## config.mk

```make
export PLATFORM = sky130hd
export DESIGN_NAME = light_mode_pwm
export DESIGN_NICKNAME = d
export VERILOG_FILES = /design/src/rtl/light_pkg.sv /design/src/rtl/light_pwm_gen.sv /design/src/rtl/light_mode_pwm.sv
export SDC_FILE = /design/constraint.sdc
export NUM_CORES = 1
export LEC_CHECK = 0
export CAP_MARGIN = 5
export CORE_ASPECT_RATIO = 1.1
export CORE_MARGIN = 2
export CORE_UTILIZATION = 45
export DETAILED_ROUTE_END_ITERATION = 12
export PLACE_DENSITY = 0.67
export REMOVE_ABC_BUFFERS = 1
export SLEW_MARGIN = 15
export SYNTH_ARGS = -nofsm -noshare
export SYNTH_HDL_FRONTEND = slang
export SYNTH_SLANG_ARGS = --single-unit
```

## constraint.sdc

```tcl
create_clock -name i_clk -period 2.3 [get_ports i_clk]
set_input_delay 0.46 -clock i_clk [delete_from_list [all_inputs] [get_ports i_clk]]
set_output_delay 0.46 -clock i_clk [all_outputs]
set_load 0.02 [all_outputs]
```

## src/rtl/light_pkg.sv

```systemverilog
// rtl/light_pkg.sv - mode encodings, default PWM constants and mode sequencing helper
package light_pkg;

  typedef enum logic [1:0] {
    MODE_OFF  = 2'd0,
    MODE_LOW  = 2'd1,
    MODE_MID  = 2'd2,
    MODE_HIGH = 2'd3
  } mode_t;

  localparam int DEFAULT_PWM_BITS  = 8;
  localparam int DEFAULT_PRESCALE  = 100;
  localparam int DEFAULT_DUTY_LOW  = 26;
  localparam int DEFAULT_DUTY_MID  = 128;
  localparam int DEFAULT_DUTY_HIGH = 256;

  // OFF -> LOW -> MID -> HIGH -> OFF
  function automatic mode_t mode_advance(input mode_t m);
    mode_t r;
    case (m)
      MODE_OFF: r = MODE_LOW;
      MODE_LOW: r = MODE_MID;
      MODE_MID: r = MODE_HIGH;
      default:  r = MODE_OFF;
    endcase
    return r;
  endfunction

endpackage

```

## src/rtl/light_pwm_gen.sv

```systemverilog
// rtl/light_pwm_gen.sv - prescaled PWM period counter with registered duty compare
module light_pwm_gen #(
  parameter int PWM_BITS = 8,
  parameter int PRESCALE = 100
) (
  input  logic              i_clk,
  input  logic              i_reset,
  input  logic              i_enable,
  input  logic              i_restart,
  input  logic [PWM_BITS:0] i_duty,
  output logic              o_led
);

  // PRESCALE of 1 still needs a one-bit register that simply stays at 0.
  localparam int                PRESC_W   = (PRESCALE > 1) ? $clog2(PRESCALE) : 1;
  localparam logic [PRESC_W-1:0] PRESC_MAX = PRESC_W'(PRESCALE - 1);

  logic [PRESC_W-1:0]  presc;
  logic [PWM_BITS-1:0] pwm_cnt;

  // Prescaler and period counter; a restart begins a fresh period on the same edge
  always_ff @(posedge i_clk or posedge i_reset) begin
    if (i_reset) begin
      presc   <= '0;
      pwm_cnt <= '0;
    end else if (i_restart) begin
      presc   <= '0;
      pwm_cnt <= '0;
    end else if (presc == PRESC_MAX) begin
      presc   <= '0;
      pwm_cnt <= pwm_cnt + 1'b1;
    end else begin
      presc   <= presc + 1'b1;
    end
  end

  // Registered output; the extra compare bit lets duty = 2^PWM_BITS mean always on
  always_ff @(posedge i_clk or posedge i_reset) begin
    if (i_reset) begin
      o_led <= 1'b0;
    end else begin
      o_led <= i_enable && ({1'b0, pwm_cnt} < i_duty);
    end
  end

endmodule

```

## src/rtl/light_mode_pwm.sv

```systemverilog
// rtl/light_mode_pwm.sv - lamp mode FSM driving a PWM LED; LIGHT_AUTO_OFF_EN adds an idle auto-off timer
module light_mode_pwm
  import light_pkg::*;
#(
  parameter int          PWM_BITS        = DEFAULT_PWM_BITS,
  parameter int          PRESCALE        = DEFAULT_PRESCALE,
  parameter int          DUTY_LOW        = DEFAULT_DUTY_LOW,
  parameter int          DUTY_MID        = DEFAULT_DUTY_MID,
  parameter int          DUTY_HIGH       = DEFAULT_DUTY_HIGH,
  parameter logic [31:0] AUTO_OFF_CYCLES = 32'd600_000_000
) (
  input  logic       i_clk,
  input  logic       i_reset,
  input  logic       i_btn_next,
  input  logic       i_btn_off,
  output logic       o_led,
  output logic [1:0] o_mode,
  output logic       o_mode_change
);

  localparam int                 DUTY_W = PWM_BITS + 1;
  localparam logic [DUTY_W-1:0]  DUTY_L = DUTY_W'(DUTY_LOW);
  localparam logic [DUTY_W-1:0]  DUTY_M = DUTY_W'(DUTY_MID);
  localparam logic [DUTY_W-1:0]  DUTY_H = DUTY_W'(DUTY_HIGH);

  mode_t             mode;
  mode_t             mode_next;
  logic              mode_changed;
  logic [DUTY_W-1:0] duty;
  logic              expire;

`ifdef LIGHT_AUTO_OFF_EN
  logic [31:0] idle_cnt;

  assign expire = (mode != MODE_OFF) && (idle_cnt == AUTO_OFF_CYCLES - 32'd1);

  // Idle timer: cleared by any button activity or while heading to / sitting in OFF
  always_ff @(posedge i_clk or posedge i_reset) begin
    if (i_reset) begin
      idle_cnt <= '0;
    end else if (i_btn_next || i_btn_off || (mode_next == MODE_OFF)) begin
      idle_cnt <= '0;
    end else begin
      idle_cnt <= idle_cnt + 32'd1;
    end
  end
`else
  logic unused_auto_off;

  assign expire          = 1'b0;
  assign unused_auto_off = ^AUTO_OFF_CYCLES;
`endif

  // Next mode: off beats next, and any button beats timer expiry
  always_comb begin
    mode_next = mode;
    if (i_btn_off) begin
      mode_next = MODE_OFF;
    end else if (i_btn_next) begin
      mode_next = mode_advance(mode);
    end else if (expire) begin
      mode_next = MODE_OFF;
    end
    mode_changed = (mode_next != mode);
  end

  // Mode register and its one-cycle change pulse
  always_ff @(posedge i_clk or posedge i_reset) begin
    if (i_reset) begin
      mode          <= MODE_OFF;
      o_mode_change <= 1'b0;
    end else begin
      mode          <= mode_next;
      o_mode_change <= mode_changed;
    end
  end

  // Duty lookup from the registered mode, so the LED follows o_mode by one cycle
  always_comb begin
    duty = '0;
    case (mode)
      MODE_LOW:  duty = DUTY_L;
      MODE_MID:  duty = DUTY_M;
      MODE_HIGH: duty = DUTY_H;
      default:   duty = '0;
    endcase
  end

  assign o_mode = mode;

  light_pwm_gen #(
    .PWM_BITS (PWM_BITS),
    .PRESCALE (PRESCALE)
  ) u_pwm (
    .i_clk     (i_clk),
    .i_reset   (i_reset),
    .i_enable  (mode != MODE_OFF),
    .i_restart (mode_changed),
    .i_duty    (duty),
    .o_led     (o_led)
  );

endmodule

```

## After elaboration in Yosys (flattened, before gate mapping)

Index checks and enable logic that the tools add are counted.

| word-level totals | value |
|---|---|
| register bits | 19 |
| input bits | 4 |
| output and inout port bits | 4 |
| word-level logic and storage cells | 25 |

| operators by class | value |
|---|---|
| add/subtract/negate cells | 2 |
| $lt $le $gt $ge | 1 |
| eq/ne operators | 5 |
| mux-type cells | 8 |
| reduce and logical (&&, ||, !) cells | 4 |

Operator list:

| cell | count |
|---|---|
| one-hot mux 9 bit (3 select lines) | 1 |
| two-way mux 8 bit | 2 |
| two-way mux 7 bit | 2 |
| less-than comparator 8 x 9 -> 1 bit | 1 |
| adder 8 x 1 -> 8 bit (second input constant) | 1 |
| adder 7 x 1 -> 7 bit (second input constant) | 1 |
| equality test 7 bit (second input constant) | 1 |
| one-hot mux 2 bit (3 select lines) | 1 |
| equality test 2 bit (second input constant) | 2 |
| two-way mux 2 bit | 2 |
| nonzero test 2 bit | 2 |
| equality test 2 x 1 -> 1 bit (second input constant) | 1 |
| zero test 2 bit | 1 |
| inequality test 2 bit | 1 |
| logical AND 1 bit | 1 |

## Depth between registers and ports, before layout

| logic depth | value |
|---|---|
| depth in word-level cells | 6 |
| depth in mapped cells | 7 |
| mapped depth without buffers | 7 |

## By module

A second synthesis with hierarchy kept.

| second synthesis, totals | value |
|---|---|
| cells, all modules | 126 |
| area total of the unflattened synthesis | 1,203.7 um2 |

Modules (own cells, without submodules):

| module | instances | cells an instance | area each (um2) | sequential area each (um2) |
|---|---|---|---|---|
| light_pwm_gen | 1 | 101 | 963.4 | 400.4 |
| light_mode_pwm | 1 | 25 | 240.2 | 75.1 |

## Least setup slack after synthesis

OpenSTA, ideal clock, no wires.

| timing | value |
|---|---|
| path kind | flip-flop to flip-flop |
| from | register mode[1], in the netlist o_mode[1] |
| to | register u_pwm.presc[3] |
| library setup time | 0.134 ns |
| data arrival time | 1.821 ns |
| data required time | 2.166 ns |
| setup slack | 0.345 ns |
| cell stages (with the launch flop) | 8 |
| buffers on the path | 1 |
| period minus slack after synthesis | 1.955 ns |
| path through | dfrtp_1 > inv_1 > ha_1 > nand2b_1 > a211o_1 > nand3_1 > clkbuf_1 > nor2_1 |

| between the ends | value |
|---|---|
| cells in the longest elaborated chain, start to end | 6 |
| elaborated cells on any way between the ends | 8 |
| classes of those cells | eq/ne: 3; mux: 4; reduce/logical: 1 |

Ends and longest elaborated chain:

| item | line | text |
|---|---|---|
| start: declaration | light_mode_pwm.sv:26 | `mode_t mode;` |
| start signal: assignment | light_mode_pwm.sv:73 | `mode <= mode_next;` |
| equality test 2 bit, or another cell as far along | light_pkg.sv:20 | `case (m)` |
| one-hot mux 2 bit (3 select lines) | light_pkg.sv:20 |  |
| two-way mux 2 bit | light_mode_pwm.sv:59 | `end else if (i_btn_next) begin` |
| two-way mux 2 bit | light_mode_pwm.sv:57 | `if (i_btn_off) begin` |
| inequality test 2 bit (*) | light_mode_pwm.sv:64 | `mode_changed = (mode_next != mode);` |
| net mode_changed | light_mode_pwm.sv:28 | `logic mode_changed;` |
| two-way mux 7 bit (*) | light_pwm_gen.sv:26 | `end else if (i_restart) begin` |
| end signal: assignment | light_pwm_gen.sv:33 | `presc <= presc + 1'b1;` |
| end: declaration | light_pwm_gen.sv:18 | `logic [PRESC_W-1:0] presc;` |

Mark *: on every way through the listed nets, which the timed path passes. The rest lies on a longest branch.
A chain may end at the register's enable or synchronous reset.

## Worst setup path in the final report

| timing | value |
|---|---|
| from | register mode[1], in the netlist o_mode[1] |
| to | output port o_mode[1] |

RTL lines:

| item | line | text |
|---|---|---|
| end: declaration | light_mode_pwm.sv:17 | `output logic [1:0] o_mode,` |

No word-level cell between the ends.

==> reports/qor.txt <==
Status = complete, no violations
R2r endpoint = u_pwm.pwm_cnt[5]
Largest net degree at the start of global routing = 20
Pwr/cell area = 577 nW/um^2
CP max-delay cell = clkdlybuf4s50_1
Final Hold Fails = 0
Final #Nets = 132
DR WL met2 = 910 um
Asr flop ratio synth = 100%
Share of cells above drive strength 1 = 10.3%
Hold_buf cts = 0
Netlist Area Pre-Place = 1110 um^2
GRT overflow = 0
Worst R2R Path Depth = 4
Hold crit path type = reg2reg
Critical path peak fanout = 8
Req. time, crit path = 1.84 ns
Slew headroom = 52.7%
H-tree levels = 1
Starting Density = 48.5%
First DRT Iteration DRCs = 4
Clk buf depth = 2
Yosys warns = 0
Worst path cell trace = clkdlybuf4s50_1
FP Rows = 18
Top sig layer = met4
Util after Layout = 54.0%
Max_cap viols = 0
CTS buffer count = 3
Mapped Avg Cell Area = 10.4 um^2
Bufs and invs on worst path = 1
Total iterations of the first detailed-routing run = 4
Pins Over Slew Limit = 0
Root Buffer = clkbuf_4
Actual slew at the worst max-slew pin = 0.708 ns
Vias per cell = 5.19
Main synth FF type = dfrtp_1
DRT antenna net count = 0
Total vias in the final route = 763
First-pass GRT wire length = 3260 um
Startpoint Class = flip-flop
Post-synthesis instance total = 107
Largest cells by area after synthesis = dfrtp_1 (43%), ha_1 (11%), xnor2_1 (7.9%), nor4_4 (5.7%), nor2_1 (3.7%)
RSZ-0062 raised after global routing = no
Setup Crit Path Kind = reg2out
Post-place setup slack = 0.408 ns
Min-Delay Path Depth = 1
Post-CTS Setup Bufs = 0
Multi-input gate area = 586 um^2
Min Tclk post-route = 1.90 ns
Seq cells post-synth = 19
I/O Buffers = 7
Worst setup margin = 0.402 ns
Final Setup Violations = 0
Total I/O pin count = 8
Dpl hpwl = 1340 um
Post-CTS sizing = 0
Reg-to-Reg Start = u_pwm.presc[4]
Setup_tns = 0 ns
Met1 wire length = 795 um
Critical Path End Type = primary output
N_diodes = 0
Area share of the largest cell type after synthesis = 42.7%
Worst vdd ir = 0.387 mV
Area leader, netlist = dfrtp_1
Die area = 2890 um^2
Met3 Wirelength = 55 um
Chip Width = 51.4 um
Top cells by count, synth = dfrtp_1 (19), nor2_1 (11), ha_1 (10), inv_1 (10), xnor2_1 (10)
Total track usage = 14.8%
Sequential standard cell area = 475 um^2
Fillers = 224
Hold Startpoint = u_pwm.presc[0]
Tcrit/Tclk final = 82.5%
Antenna violations before repair = 0
CTS tree = yes
GPL Wtd Cong = 0.738
Clk_lat worst skew = 0.29 ns
Family with the most delay on the worst path = buffers and inverters
Max incr delay on CP = 0.65 ns
CTS Sinks = 19
Worst-case clock skew = 0.00188 ns
Clk pin slew, worst setup/hold paths = 0.10 ns
Core ar. = 2300 um^2
Flop2flop setup slack = 0.42 ns
Most numerous cell in the Yosys netlist = dfrtp_1
Worst Hold Path EP = u_pwm.presc[0]
Residual DRC = 0
Drt total wl = 1790 um
Vias in the first global route = 748
Die height = 56.2 um
Cell variety after synth = 28
Sequential area share after synthesis = 42.7%
Post-synth EDFFs = 0
P_leak = 0.559 nW
Syn-to-layout area delta = 11.3%
Peak Freq = 0.527 GHz
Arrival @ worst endpoint = 1.44 ns
Wire per inst = 12.1 um
[layout by cell type, fill, tap and decap left out, types with 3 or more instances in the layout]
master           instances
clkbuf_4                 3
clkdlybuf4s50_1          7
dfrtp_1                 19
ha_1                    10
inv_1                   10
nand2_1                  6
nand3_1                  5
nor2_1                  11
nor3_1                   7
nor4_4                   3
o21ai_0                  3
xnor2_1                 10
[worst reg2reg max path, stage by stage (launching register included)]
cell,delay (ns)
dfrtp_1,0.43
or4b_1,0.79
nor4_4,0.35
xnor2_1,0.16
nor2_2,0.04
[layer usage]
| metal | vias up | global-route usage [%] |
|---|---|---|
| met5 | - | 0 |
| met4 | 0 | 6.39 |
| met1 | 365 | 18.1 |
| li1 | 383 | - |
| met2 | 11 | 25.1 |
| met3 | 4 | 2.42 |
[registers in the layout (all words and copies together) (netlist names)]
| signal | flops |
|---|---|
| u_pwm.o_led | 1 |
| u_pwm.presc | 7 |
| u_pwm.pwm_cnt | 8 |
| o_mode | 2 |
| o_mode_change | 1 |
[worst max path at each step]
stage                              start               end  slack [ns]  cells after the start
final                          o_mode[1]         o_mode[1]        0.40                      1
after global routing      u_pwm.presc[4]  u_pwm.pwm_cnt[5]        0.29                      4
after CTS                      o_mode[1]         o_mode[1]        0.39                      1
after detailed placement      i_btn_next    u_pwm.presc[5]        0.41                      6
after global placement    u_pwm.presc[4]  u_pwm.pwm_cnt[5]        0.44                      4
after floorplan                o_mode[1]    u_pwm.presc[2]        0.44                      6
[layout make-up]
| type | count | area share [%] |
|---|---|---|
| inverters | 10 | 3.03 |
| well taps | 30 | 3.03 |
| clock buffers | 4 | 2.12 |
| multi-input cells | 76 | 47.2 |
| flip-flops and latches | 19 | 38.3 |
| repair buffers | 8 | 6.26 |
[where the power goes]
group / internal [mW] / switching (mW) / total [mW]
Clock: 0.0674 / 0.0977 / 0.165
Sequential: 0.367 / 0.0280 / 0.395
Combinational: 0.0712 / 0.0849 / 0.156
Total: 0.505 / 0.211 / 0.716
[metrics by stage]
step | hold WS [ns] | std cells | power (mW) | area (um^2)
final | 0.475 | 147 | 0.716 | 1240
after global routing | 0.523 | 147 | 0.767 | 1240
after CTS | 0.480 | 147 | 0.725 | 1240
after detailed placement | 0.465 | 143 | 0.559 | 1210
after global placement | 0.467 | 143 | 0.554 | 1210
after floorplan | 0.411 | 105 | 0.503 | 1100
[kinds of logic after synthesis]
kind of cell               synth area share [%]
AOI/OAI and AO/OA                          6.40
adders and majority gates                  11.2
xor gates and xnor gates                   9.44
DFF                                        42.7
muxes                                     0.899
buffers and inverters                      4.72
and+or+nand+nor                            24.6
No activity file was read; power rests on OpenSTA's default activity.
==> edit 1, RTL diff (config.mk and constraints unchanged) <==
Set the package constant `DEFAULT_PRESCALE` to 200 (it was 100).
--- a/src/rtl/light_pkg.sv
+++ b/src/rtl/light_pkg.sv
@@ -10,5 +10,5 @@
 
   localparam int DEFAULT_PWM_BITS  = 8;
-  localparam int DEFAULT_PRESCALE  = 100;
+  localparam int DEFAULT_PRESCALE  = 200;
   localparam int DEFAULT_DUTY_LOW  = 26;
   localparam int DEFAULT_DUTY_MID  = 128;
Check against the original RTL: no difference found for any inputs over 10 cycles, from zero or initial values and one cycle with i_reset high; that may be too few to reach the edited logic, so the function may still have changed.
==> edit 1 against the unedited design <==
Sequential cell count is 1 higher. Count of clock-buffer cells in the layout fell by 1. Design area increased by 6.5%. Area after synthesis rose by 4.6%. Combinational power up 14%. Total power rose by 4.0%. Setup slack gained 0.038 ns. Routed wire length is 8.1% higher. Clock skew rose by 0.0033 ns. Global-route usage rose by 0.38 points. Critical endpoint is now o_mode[0]. Largest cell class unchanged.
==> edit 1: results <==
[synth]
synthTopCellsByCount = dfrtp_1 (20), nor2_1 (12), nor3_1 (12), xnor2_1 (11), ha_1 (10)
synth_area_leaders = dfrtp_1 (43%), ha_1 (11%), xnor2_1 (8.3%)
ys_seq_area_frac = 0.430
syn_inst = 112
synth_xor_area_frac = 0.0977
ys_types = 32
synthAdderAreaFrac = 0.107
synth-compound-area-share = 0.0752

[critical_path]
r2r_end = u_pwm.presc[6]
cp-endpoint = o_mode[0]
arrival_ns = 1.40
cp_slowest_stage_delay_ns = 0.60
reg2reg_slack_ns = 0.50
rr_worst_depth = 6

[placed_design]
gp_congestion = 0.733
dp.cells = 152

[sta]
slew_headroom = 0.471

[detailed_routing]
drtIter0Drc = 13
route.vias.total = 811
wl_per_cell_um = 12.5

[layout]
drive_gt1_frac = 0.113
final_cells = 155
fin_nets = 140

[grt]
grt_pass1_wl_um = 3400
track_usage = 0.152
use_met3 = 0.0236
grt_util_met1 = 0.191

[hold_path]
hp-class = in -> async

[pwr]
ir_drop_mv = 0.444
internal-power_w = 0.000523
leakagePower_nw = 0.600

[status]
status = finished, final reports clean
[edit 1: cell families (layout without fill, tap and decap cells)]
| family | after synthesis | after routing |
|---|---|---|
| AO/OA/AOI/OAI | 11 | 11 |
| buffers and inverters | 9 | 21 |
| multiplexers | 1 | 1 |
| AND/OR/NAND/NOR | 48 | 48 |
| XOR/XNOR | 13 | 13 |
| adder cells (fa/ha/maj) | 10 | 10 |
| flip-flops | 20 | 20 |
[edit 1: layout make-up]
| class | count | area (um^2) |
|---|---|---|
| Clock buffer | 3 | 22.5 |
| Inverter | 7 | 26.3 |
| Timing Repair Buffer | 11 | 100 |
| Sequential cell | 20 | 500 |
| Fill cell | 245 | 1150 |
| Multi-Input combinational cell | 83 | 632 |
| Tap cell | 31 | 38.8 |
[edit 1: worst reg2reg max path, stage by stage, from the launching register on]
cell      delay (ns)
dfrtp_1         0.39
inv_1           0.13
ha_1            0.27
nor2_1          0.08
a31oi_1         0.27
o311ai_4        0.31
nor3_1          0.26
[edit 1: how the worst min path moves through the flow]
stage | cells past startpoint | end | startpoint | slack [ns]
2_1_floorplan | 1 | o_mode[0] | i_reset | 0.42
3_3_place_gp | 1 | u_pwm.presc[0] | u_pwm.presc[0] | 0.48
3_5_place_dp | 1 | u_pwm.presc[0] | u_pwm.presc[0] | 0.49
4_1_cts | 3 | o_mode[0] | i_reset | 0.48
5_1_grt | 3 | u_pwm.pwm_cnt[7] | i_reset | 0.50
6_report | 3 | o_mode[0] | i_reset | 0.48
[edit 1: per-layer routing]
layer	wire length, um	vias to the layer above
met4	18	0
met5	0	-
met3	47	2
met2	929	8
li1	-	413
met1	935	388
[edit 1: metrics by stage]
step           setup WS (ns)  power (W)
3_5_place_dp         -0.0726   0.000587
3_3_place_gp         -0.0484   0.000584
4_1_cts                0.213   0.000745
2_1_floorplan          0.293   0.000528
5_1_grt                0.292   0.000804
6_report               0.439   0.000744
[edit 1: power groups by stage]
stage / sequential [W] / clock, W / combinational [W]
after floorplan: 0.000427 / 0 / 0.000101
after global placement: 0.000415 / 0 / 0.000170
after detailed placement: 0.000416 / 0 / 0.000172
after CTS: 0.000409 / 0.000164 / 0.000173
after global routing: 0.000414 / 0.000190 / 0.000199
final: 0.000409 / 0.000157 / 0.000178
==> edit 2, RTL diff (same settings) <==
Without the edit above. Put a register stage on the output `o_led`, cleared by the reset. The value now appears one clock later. The other outputs are not delayed to match.
--- a/src/rtl/light_mode_pwm.sv
+++ b/src/rtl/light_mode_pwm.sv
@@ -23,4 +23,6 @@
   localparam logic [DUTY_W-1:0]  DUTY_M = DUTY_W'(DUTY_MID);
   localparam logic [DUTY_W-1:0]  DUTY_H = DUTY_W'(DUTY_HIGH);
+
+  logic o_led_d;
 
   mode_t             mode;
@@ -98,6 +100,14 @@
     .i_restart (mode_changed),
     .i_duty    (duty),
-    .o_led     (o_led)
+    .o_led     (o_led_d)
   );
+
+  always_ff @(posedge i_clk or posedge i_reset) begin
+    if (i_reset) begin
+      o_led <= '0;
+    end else begin
+      o_led <= o_led_d;
+    end
+  end
 
 endmodule
Check against the original RTL: not equivalent (a bounded check fails within 4 cycles, from zero or initial values and one cycle with i_reset high).
==> edit 2 against the unedited design <==
Sequential power rose by 5%. Area after synthesis rose by 2.2%. Sequential cell count rose by 1. Setup slack got worse by 0.00055 ns. Routed wire length fell by 0.90%. Clock power rose by 22%. Total power rose by 8.2%. Critical path depth did not move. Design area rose by 3.5%. Clock skew rose by 0.0017 ns. Via count rose by 0.92%. Non-clock buffer count rose by 1. Maximum frequency barely moved.
==> edit 2: results <==
[grt]
track_usage = 0.150
first_global_vias = 738
grt_max_degree = 21

[pwr]
leakagePower_nw = 0.583
ir_drop_mv = 0.549

[placed_design]
portBuffers = 7
dpl.hpwl_um = 1260
pre_cts_ws_ns = 0.424
gp_congestion = 0.746

[synth]
ys_types = 28
ys_seq_area_frac = 0.440
synth_area_leaders = dfrtp_1 (44%), ha_1 (11%), xnor2_1 (7.7%)
synthTopCellsByCount = dfrtp_1 (20), nor2_1 (11), ha_1 (10), inv_1 (10), xnor2_1 (10)

[detailed_routing]
drtIter0Drc = 6
wl_per_cell_um = 11.8
route.vias.total = 770

[sta]
slew_headroom = 0.654
clock_skew_ns = 0.00362

[layout]
largest_reg_flops = 8
top_register = u_pwm.pwm_cnt
drive_gt1_frac = 0.118
fin_nets = 134

[critical_path]
crit_fanout = 8
crit_path_top_delay_cell = clkdlybuf4s50_1

[status]
status = finished, final reports clean

[clock_tree]
cts_setup_buffers = 0
cts_buffers = 3
edit 2: changes by cell type after synthesis:
cell | before | now
dfrtp_1 | 19 | 20
edit 2: worst paths after layout:
path	startpoint	endpoint	slack, ns	cells after the start
max	o_mode[1]	o_mode[1]	0.40	1
min	u_pwm.o_led	o_led	0.36	0
max reg2reg	u_pwm.presc[4]	u_pwm.pwm_cnt[7]	0.42	4
min reg2reg	u_pwm.o_led	o_led	0.36	0
max in group asynchronous	i_reset	u_pwm.pwm_cnt[7]	1.63	3
min in group asynchronous	i_reset	u_pwm.presc[0]	0.46	3
edit 2: cell type report:
type	count	share of cell area
tap	31	0.0302
sequential	20	0.390
clock buffer	4	0.0283
inverter	10	0.0292
timing repair buffer	9	0.0663
multi-input combinational	76	0.456
edit 2: per-stage QoR:
step | instance area, um^2 | hold slack [ns] | util | instances
after global routing | 1280 | 0.385 | 0.524 | 150
after CTS | 1280 | 0.361 | 0.524 | 150
after global placement | 1250 | 0.334 | 0.509 | 146
final | 1280 | 0.357 | 0.524 | 150
after detailed placement | 1250 | 0.336 | 0.509 | 146
after floorplan | 1120 | 0.331 | - | 106
edit 2: routing by layer:
layer  up-vias  wire length (um)  global-route usage
li1        392                 -                   -
met1       364               835               0.189
met2         9               826               0.221
met3         5                64              0.0505
met4         0                42              0.0865
met5         -                 0                   0
edit 2: logic make-up after synthesis:
| family | share of synthesized area |
|---|---|
| xor+xnor | 0.0923 |
| mux | 0.00879 |
| fa+ha+maj | 0.110 |
| compound gates | 0.0626 |
| simple gates | 0.241 |
| buf+inv | 0.0462 |
| flops | 0.440 |
edit 2: report_power, final:
part	internal [W]	switching [W]	leakage [nW]
clock network	0.0000967	0.000105	0.0210
logic	0.0000722	0.0000865	0.291
registers	0.000387	0.0000270	0.271
total	0.000556	0.000218	0.583
